`src/rtl/mult_div_unit.sv`:
```
// Iterative MIPS multiply/divide unit with architectural HI/LO registers.
// Define MDU_DIV_EN to build the restoring divider; otherwise DIV/DIVU complete at once and leave HI/LO unchanged.
module mult_div_unit #(
    parameter int WIDTH = 32
) (
    input  logic             clk,
    input  logic             rst_n,
    input  logic             start,
    input  logic [2:0]       op,
    input  logic [WIDTH-1:0] rs_data,
    input  logic [WIDTH-1:0] rt_data,
    output logic             busy,
    output logic             done,
    output logic [WIDTH-1:0] hi,
    output logic [WIDTH-1:0] lo
);

    localparam int CW = $clog2(WIDTH + 1);

    typedef enum logic [1:0] {IDLE, RUN, FIX} state_t;
    typedef enum logic [2:0] {
        OP_MULT  = 3'b000,
        OP_MULTU = 3'b001,
        OP_DIV   = 3'b010,
        OP_DIVU  = 3'b011,
        OP_MTHI  = 3'b100,
        OP_MTLO  = 3'b101,
        OP_NOP6  = 3'b110,
        OP_NOP7  = 3'b111
    } op_t;

    state_t             state;
    logic [CW-1:0]      cnt;
    logic [WIDTH-1:0]   opnd;
    logic [2*WIDTH-1:0] acc;
    logic               neg_res;

    logic [WIDTH:0]     mul_sum;
    logic [2*WIDTH-1:0] next_mul;
    logic [2*WIDTH-1:0] mul_res;
    logic [WIDTH-1:0]   fix_hi;
    logic [WIDTH-1:0]   fix_lo;

    function automatic logic [WIDTH-1:0] magn(input logic [WIDTH-1:0] x);
        return x[WIDTH-1] ? -x : x;
    endfunction

`ifdef MDU_DIV_EN
    op_t                op_r;
    logic               neg_rem;
    logic               b_zero;
    logic [WIDTH-1:0]   a_raw;
    logic [WIDTH:0]     div_shift;
    logic [WIDTH:0]     div_diff;
    logic [2*WIDTH-1:0] next_div;
    logic               run_div;
`endif

    // acc holds {upper partial product, unconsumed multiplier bits}; one multiplier bit retires per cycle
    always_comb begin
        mul_sum  = {1'b0, acc[2*WIDTH-1:WIDTH]} + {1'b0, (acc[0] ? opnd : {WIDTH{1'b0}})};
        next_mul = {mul_sum, acc[WIDTH-1:1]};
        mul_res  = neg_res ? -acc : acc;
        fix_hi   = mul_res[2*WIDTH-1:WIDTH];
        fix_lo   = mul_res[WIDTH-1:0];
`ifdef MDU_DIV_EN
        // acc holds {partial remainder, dividend bits shifting out / quotient bits shifting in}
        div_shift = acc[2*WIDTH-1:WIDTH-1];
        div_diff  = div_shift - {1'b0, opnd};
        next_div  = div_diff[WIDTH] ? {div_shift[WIDTH-1:0], acc[WIDTH-2:0], 1'b0}
                                    : {div_diff[WIDTH-1:0], acc[WIDTH-2:0], 1'b1};
        run_div   = (op_r == OP_DIV) || (op_r == OP_DIVU);
        if (run_div) begin
            if (b_zero) begin
                fix_hi = a_raw;
                fix_lo = '1;
            end else begin
                fix_hi = neg_rem ? -acc[2*WIDTH-1:WIDTH] : acc[2*WIDTH-1:WIDTH];
                fix_lo = neg_res ? -acc[WIDTH-1:0] : acc[WIDTH-1:0];
            end
        end
`endif
    end

    always_ff @(posedge clk or negedge rst_n) begin
        if (!rst_n) begin
            state   <= IDLE;
            cnt     <= '0;
            opnd    <= '0;
            acc     <= '0;
            neg_res <= 1'b0;
            busy    <= 1'b0;
            done    <= 1'b0;
            hi      <= '0;
            lo      <= '0;
`ifdef MDU_DIV_EN
            op_r    <= OP_MULT;
            neg_rem <= 1'b0;
            b_zero  <= 1'b0;
            a_raw   <= '0;
`endif
        end else begin
            done <= 1'b0;
            case (state)
                IDLE: begin
                    if (start) begin
                        case (op_t'(op))
                            OP_MULT: begin
                                opnd    <= magn(rs_data);
                                acc     <= {{WIDTH{1'b0}}, magn(rt_data)};
                                neg_res <= rs_data[WIDTH-1] ^ rt_data[WIDTH-1];
                                cnt     <= '0;
                                busy    <= 1'b1;
                                state   <= RUN;
`ifdef MDU_DIV_EN
                                op_r    <= OP_MULT;
`endif
                            end
                            OP_MULTU: begin
                                opnd    <= rs_data;
                                acc     <= {{WIDTH{1'b0}}, rt_data};
                                neg_res <= 1'b0;
                                cnt     <= '0;
                                busy    <= 1'b1;
                                state   <= RUN;
`ifdef MDU_DIV_EN
                                op_r    <= OP_MULTU;
`endif
                            end
`ifdef MDU_DIV_EN
                            OP_DIV: begin
                                opnd    <= magn(rt_data);
                                acc     <= {{WIDTH{1'b0}}, magn(rs_data)};
                                neg_res <= rs_data[WIDTH-1] ^ rt_data[WIDTH-1];
                                neg_rem <= rs_data[WIDTH-1];
                                b_zero  <= (rt_data == '0);
                                a_raw   <= rs_data;
                                op_r    <= OP_DIV;
                                cnt     <= '0;
                                busy    <= 1'b1;
                                state   <= RUN;
                            end
                            OP_DIVU: begin
                                opnd    <= rt_data;
                                acc     <= {{WIDTH{1'b0}}, rs_data};
                                neg_res <= 1'b0;
                                neg_rem <= 1'b0;
                                b_zero  <= (rt_data == '0);
                                a_raw   <= rs_data;
                                op_r    <= OP_DIVU;
                                cnt     <= '0;
                                busy    <= 1'b1;
                                state   <= RUN;
                            end
`else
                            OP_DIV, OP_DIVU: done <= 1'b1;
`endif
                            OP_MTHI: begin
                                hi   <= rs_data;
                                done <= 1'b1;
                            end
                            OP_MTLO: begin
                                lo   <= rs_data;
                                done <= 1'b1;
                            end
                            default: ;
                        endcase
                    end
                end
                RUN: begin
`ifdef MDU_DIV_EN
                    acc <= run_div ? next_div : next_mul;
`else
                    acc <= next_mul;
`endif
                    cnt <= cnt + 1'b1;
                    if (cnt == CW'(WIDTH - 1))
                        state <= FIX;
                end
                FIX: begin
                    hi    <= fix_hi;
                    lo    <= fix_lo;
                    done  <= 1'b1;
                    busy  <= 1'b0;
                    cnt   <= '0;
                    state <= IDLE;
                end
                default: state <= IDLE;
            endcase
        end
    end

endmodule

```
`config.mk`:
```
export PLATFORM = sky130hd
export DESIGN_NAME = mult_div_unit
export DESIGN_NICKNAME = d
export VERILOG_FILES = /design/src/rtl/mult_div_unit.sv
export SDC_FILE = /design/constraint.sdc
export NUM_CORES = 1
export LEC_CHECK = 0
export ABC_AREA = 1
export CAP_MARGIN = 5
export CORE_MARGIN = 4
export CORE_UTILIZATION = 45
export DETAILED_ROUTE_END_ITERATION = 10
export PLACE_DENSITY = 0.65
export SLEW_MARGIN = 5
export SYNTH_ARGS = -nofsm -noshare
export SYNTH_HDL_FRONTEND = slang
export SYNTH_SLANG_ARGS = --single-unit
export TNS_END_PERCENT = 50
```
`constraint.sdc`:
```
create_clock -name clk -period 3.6 [get_ports clk]
set_clock_uncertainty 0.1 [all_clocks]
set_input_delay 0.9 -clock clk [delete_from_list [all_inputs] [get_ports clk]]
set_output_delay 0.9 -clock clk [all_outputs]
set_load 0.005 [all_outputs]
```
### Yosys cells after proc, flatten, opt, wreduce, memory -nomap -nowiden

Index checks and enable logic that the tools add are counted.

* bits in latches: 0
* word-level logic and storage cells: 72
* bits in registers: 171
* memory bits (writable): 0
* output and inout port bits: 66
* memory bits (read-only): 0
* memories: 0
* input port bits: 70

* $mul: 0
* add/subtract/negate cells: 5
* shift-type cells: 0
* reduce and logical (&&, ||, !) cells: 15
* order comparisons: 0
* bitwise logic cells: 1
* div/mod/pow operators: 0
* mux-type cells: 28
* eq/ne operators: 14

Operator list (number)
* $pmux 64 s2: 2
* $mux 32: 7
* $pmux 32 s2: 3
* $mux 64: 2
* $neg 32->32: 2
* $neg 64->64: 1
* $add 32x32->33: 1
* $reduce_and 3->1: 7
* $pmux 6 s3: 1
* $mux 6: 2
* $add 6x1->6 const B: 1
* $eq 3x2->1 const B: 2
* $eq 3x3->1 const B: 2
* $eq 6x5->1 const B: 1
* $mux 2: 3
* $ne 2x2->1 const B: 3
* $pmux 1 s2: 3
* $reduce_bool 2->1: 3
* $mux 1: 4
* $ne 2x1->1 const B: 2
* $pmux 2 s2: 1
* $reduce_or 4->1: 1
* $eq 3x1->1 const B: 1
* $logic_not 3->1: 1
* 7 further kinds: 7

### Longest topological paths before layout

* word-level depth: 5
* gate-level depth with buffers: 18
* depth with buffers taken out: 16

### Worst setup path before layout

No wires, ideal clock.

* path type: register -> register
* start: register acc[0]
* end: register acc[63]
* setup time: 0.083 ns
* data required time: 3.417 ns
* stages on the path, launching flop included: 19
* path slack: 1.218 ns
* data arrival time: 2.200 ns
* buffers on the path: 2
* period minus slack after synthesis: 2.382 ns
* path through: dfrtp_1 > buf_6 > clkbuf_1 > nand2_1 > inv_1 > ha_1 > inv_1 > fa_1 > inv_1 > nand3_1 > nand3_1 > nand2_1 > nand2_1 > nand2_1 > nand2_1 > nand2_1 > nand2_1 > nand2_1 > o21ai_0

* word-level cells in the longest chain between the ends: 3

Ends and longest elaborated chain
* start, declared: line 35 `logic [2*WIDTH-1:0] acc;`
* start signal, assigned: line 110 `acc <= {{WIDTH{1'b0}}, magn(rt_data)};`
* start signal, assigned: line 121 `acc <= {{WIDTH{1'b0}}, rt_data};`
* start signal, assigned: line 174 `acc <= next_mul;`
* $mux 32: line 61 `mul_sum = {1'b0, acc[2*WIDTH-1:WIDTH]} + {1'b0, (acc[0] ? opnd : {WIDTH{1'b0}})};`
* $add 32x32->33: line 61
* $pmux 64 s2: line 104 `case (state)`

No other way between the ends.
A chain may end at the register's enable or synchronous reset.

### Worst setup path after layout

* start: register acc[0]
* end: register acc[58]

Same word-level chain as after synthesis.

==> impl_results.md <==
* Worst hold slack at 297 ps
* PortBufs at 135
* CP delay by family, top: simple AND/OR/NAND/NOR gates
* Clock transition at path regs at 70 ps
* Crit-path max cell delay at 820 ps
* Hold crit path type: in2async
* # hold bufs at CTS at 0
* H-tree depth reported by CTS at 4
* Synth Area per Inst at 6.09 um2
* Starting Density at 45.8%
* Register area at 4280 um2
* Core Box Area at 30,700 um2
* Cell Pwr Density at 466 nW/um2
* CTS tree: yes
* Fmax at 331 MHz
* WP buf/inv at 2
* CTS buffer count at 17
* Vias at 15,852
* Clk root buf: clkbuf_16
* GPL Wtd Cong at 0.970
* Util after Layout at 53.3%
* Sw Ratio at 46.2%
* WP data required at 3850 ps
* Setup repair bufs after CTS at 0
* Sequential power share at 37.9%
* Clock Tree Buf Depth at 2
* Place WS at 480 ps
* Worst Setup SP: acc[0]
* Post-synthesis cell type count at 47
* Resized Gates After CTS at 0
* Grt ovf at 0
* Crit-path cells: buf_4 -> nand2_1 -> inv_1 -> ha_1 -> nand2_1 -> nor2_1 -> nand2_1 -> nor2_1 -> nand2_1 -> nand2_1 -> nand2_1 -> nand3_1 -> nand2_1
* EDFF count, synth at 0
* Largest cells by area after synthesis: dfrtp_1 30%, nand2_1 19%, nand3_1 11%, inv_1 8.5%, nor2_1 6.7%
* Gate power share at 36.9%
* Post-Syn Area at 14,100 um2
* VDD IR-drop max at 0.457 mV
* Chip height at 185 um
* Commonest cells in the netlist: 712 x nand2_1, 318 x inv_1, 302 x nand3_1
* Die extent in x at 185 um
* CP max FO at 18
* Worst Tran Pin Value at 997 ps
* Yosys warns at 0
* Residual DRC count at 0
* Syn_nets at 2,419
* Worst EP arrival at 3280 ps
* Die ar. at 34,200 um2
* Initial antenna violation count at 0
* Io pins at 136
* Area of the multi-input gates at 8180 um2
* DRT Pass-1 Iters at 5
* Reg2reg end: acc[58]
* P&R area growth vs syn at 16.5%
* Crit-path slowest cell: dfrtp_1
* Total power at 0.00764 W
* Setup crit start kind: flop
* Cells after Synth at 2,312
* Fillers at 3,255
* Clock share of power at 25.2%
* Status: finished clean
* Wirelength, routed at 57,200 um
* Vias per Instance at 5.61
* Crit share post-route at 84.0%
* Final setup fails at 0
* Sequential element share of the synthesized area at 30.4%
* FF-to-FF Start: acc[0]
* DRT antenna net count at 0
* Dpl hpwl at 45,900 um
* Setup crit end: acc[58]
* Max Cap Violations at 0
* Max-slew violations at 0
* Internal power at 0.00411 W
* Largest net degree at the start of global routing at 81
* Stages on worst setup path at 13
* Routed len/inst at 20.3 um
* Tmin final at 3020 ps
* Final hold violation count at 0
* Vias in the first global route at 14,929
* Nets@finish at 2,522
* Seq cells post-synth at 171
* RSZ-0062 raised after global routing: false
* # diodes at 0
* Worst setup EP type: flop
* Clk_lat worst skew at 480 ps
* Setup TNS at 0 ps
* Layout cells sized above 1 at 4.57%
* Crit Path Class: reg2reg
* Lkg Pwr at 8.49 nW
* First-pass GRT wire length at 86,800 um
* CTS Sinks at 171
* Worst Reg2Reg Path Length in Cells at 13
* Main flop type after synthesis: dfrtp_1
* Most common cell in the synthesized netlist: nand2_1
* Cell Rows at 64
* Register-to-register setup slack at 580 ps
* Initial DRC Count at 1,382
* Top-area cell type share of the netlist area at 30.4%
* Cell mode on critical path: nand2_1
* Area leader, netlist: dfrtp_1
* Final worst slack at 576 ps
* Net Switching at 0.00353 W
* Async S/R FF share, synth at 100%
* Slew margin rel. at 33.5%
* Gr usage total at 33.4%
==> kinds of logic (layout without fill, tap and decap cells) <==
family	Yosys count	in the layout	synth area share, %
AND/OR/NAND/NOR	1357	1357	40.9
buffers and inverters	410	526	11.5
AO/OA/AOI/OAI	312	312	12.3
flip-flops	171	171	30.4
adder cells (fa/ha/maj)	37	37	3.34
XOR/XNOR	25	25	1.56
==> routing by layer <==
metal / vias up / routed length, um / global-route usage (%)
li1: 7639 / - / -
met1: 7503 / 23100 / 42.4
met2: 592 / 27700 / 56.3
met3: 118 / 3590 / 4.85
met4: 0 / 2770 / 15.4
met5: - / 0 / 0
==> worst min-delay path by stage <==
stage,end,depth (start not counted)
2_1_floorplan,opnd[31],2
3_3_place_gp,opnd[28],2
3_5_place_dp,opnd[31],2
4_1_cts,opnd[28],1
5_1_grt,opnd[28],1
6_report,opnd[28],1
==> power by group through the flow <==
stage	registers (W)	clock network (W)	logic [W]
2_1_floorplan	0.00260	0	0.00199
3_3_place_gp	0.00292	0	0.00277
3_5_place_dp	0.00292	0	0.00279
4_1_cts	0.00289	0.00195	0.00280
5_1_grt	0.00294	0.00202	0.00319
6_report	0.00290	0.00192	0.00282
==> cells in the final DEF, fill, tap and decap left out, types with 2 or more instances in the layout <==
| cell type | synthesis | layout |
|---|---|---|
| o21ai_1 | 51 | 51 |
| nand4_1 | 39 | 39 |
| nand3b_1 | 5 | 5 |
| dfrtp_1 | 171 | 170 |
| inv_6 | 0 | 5 |
| nand3_2 | 5 | 5 |
| o21bai_1 | 5 | 5 |
| nor3_1 | 11 | 11 |
| nand2_2 | 6 | 6 |
| a31oi_1 | 11 | 11 |
| clkdlybuf4s50_1 | 0 | 134 |
| ha_1 | 36 | 36 |
| nand3_1 | 302 | 302 |
| o31ai_1 | 16 | 16 |
| and2_1 | 5 | 5 |
| o21ai_0 | 79 | 79 |
| buf_12 | 0 | 5 |
| o22ai_1 | 5 | 5 |
| xor2_1 | 20 | 20 |
| inv_1 | 318 | 318 |
| clkbuf_16 | 0 | 17 |
| nor2_4 | 6 | 6 |
| inv_2 | 19 | 19 |
| nand2_1 | 712 | 712 |
| clkinv_8 | 0 | 4 |
| nor2_1 | 252 | 252 |
| o211ai_1 | 9 | 9 |
| a21oi_1 | 120 | 120 |
| nor2_2 | 8 | 8 |
| inv_8 | 0 | 3 |
| a22oi_1 | 4 | 4 |
| xnor2_1 | 5 | 5 |
| buf_4 | 3 | 17 |
| o21ai_2 | 3 | 3 |
| a21oi_2 | 2 | 2 |
==> flip-flops by register name (all words and copies together), names as in the netlist <==
signal   cells
cnt          6
done         1
neg_res      1
busy         1
state        2
hi          32
lo          32
acc         64
opnd        32
==> per-stage QoR <==
step / area, um2 / cells
2_1_floorplan: 14100 / 2312
3_3_place_gp: 15800 / 2792
3_5_place_dp: 15800 / 2792
4_1_cts: 16400 / 2824
5_1_grt: 16400 / 2824
6_report: 16400 / 2824
==> final cells by class <==
class	instances	share of cell area (%)
well taps	396	3.02
repair buffers	157	9.64
inverters	337	7.72
clock buffers	17	2.59
multi-input cells	1731	49.9
clock inverters	15	1.05
flip-flops and latches	171	26.1
(Power assumes the default switching activity.)
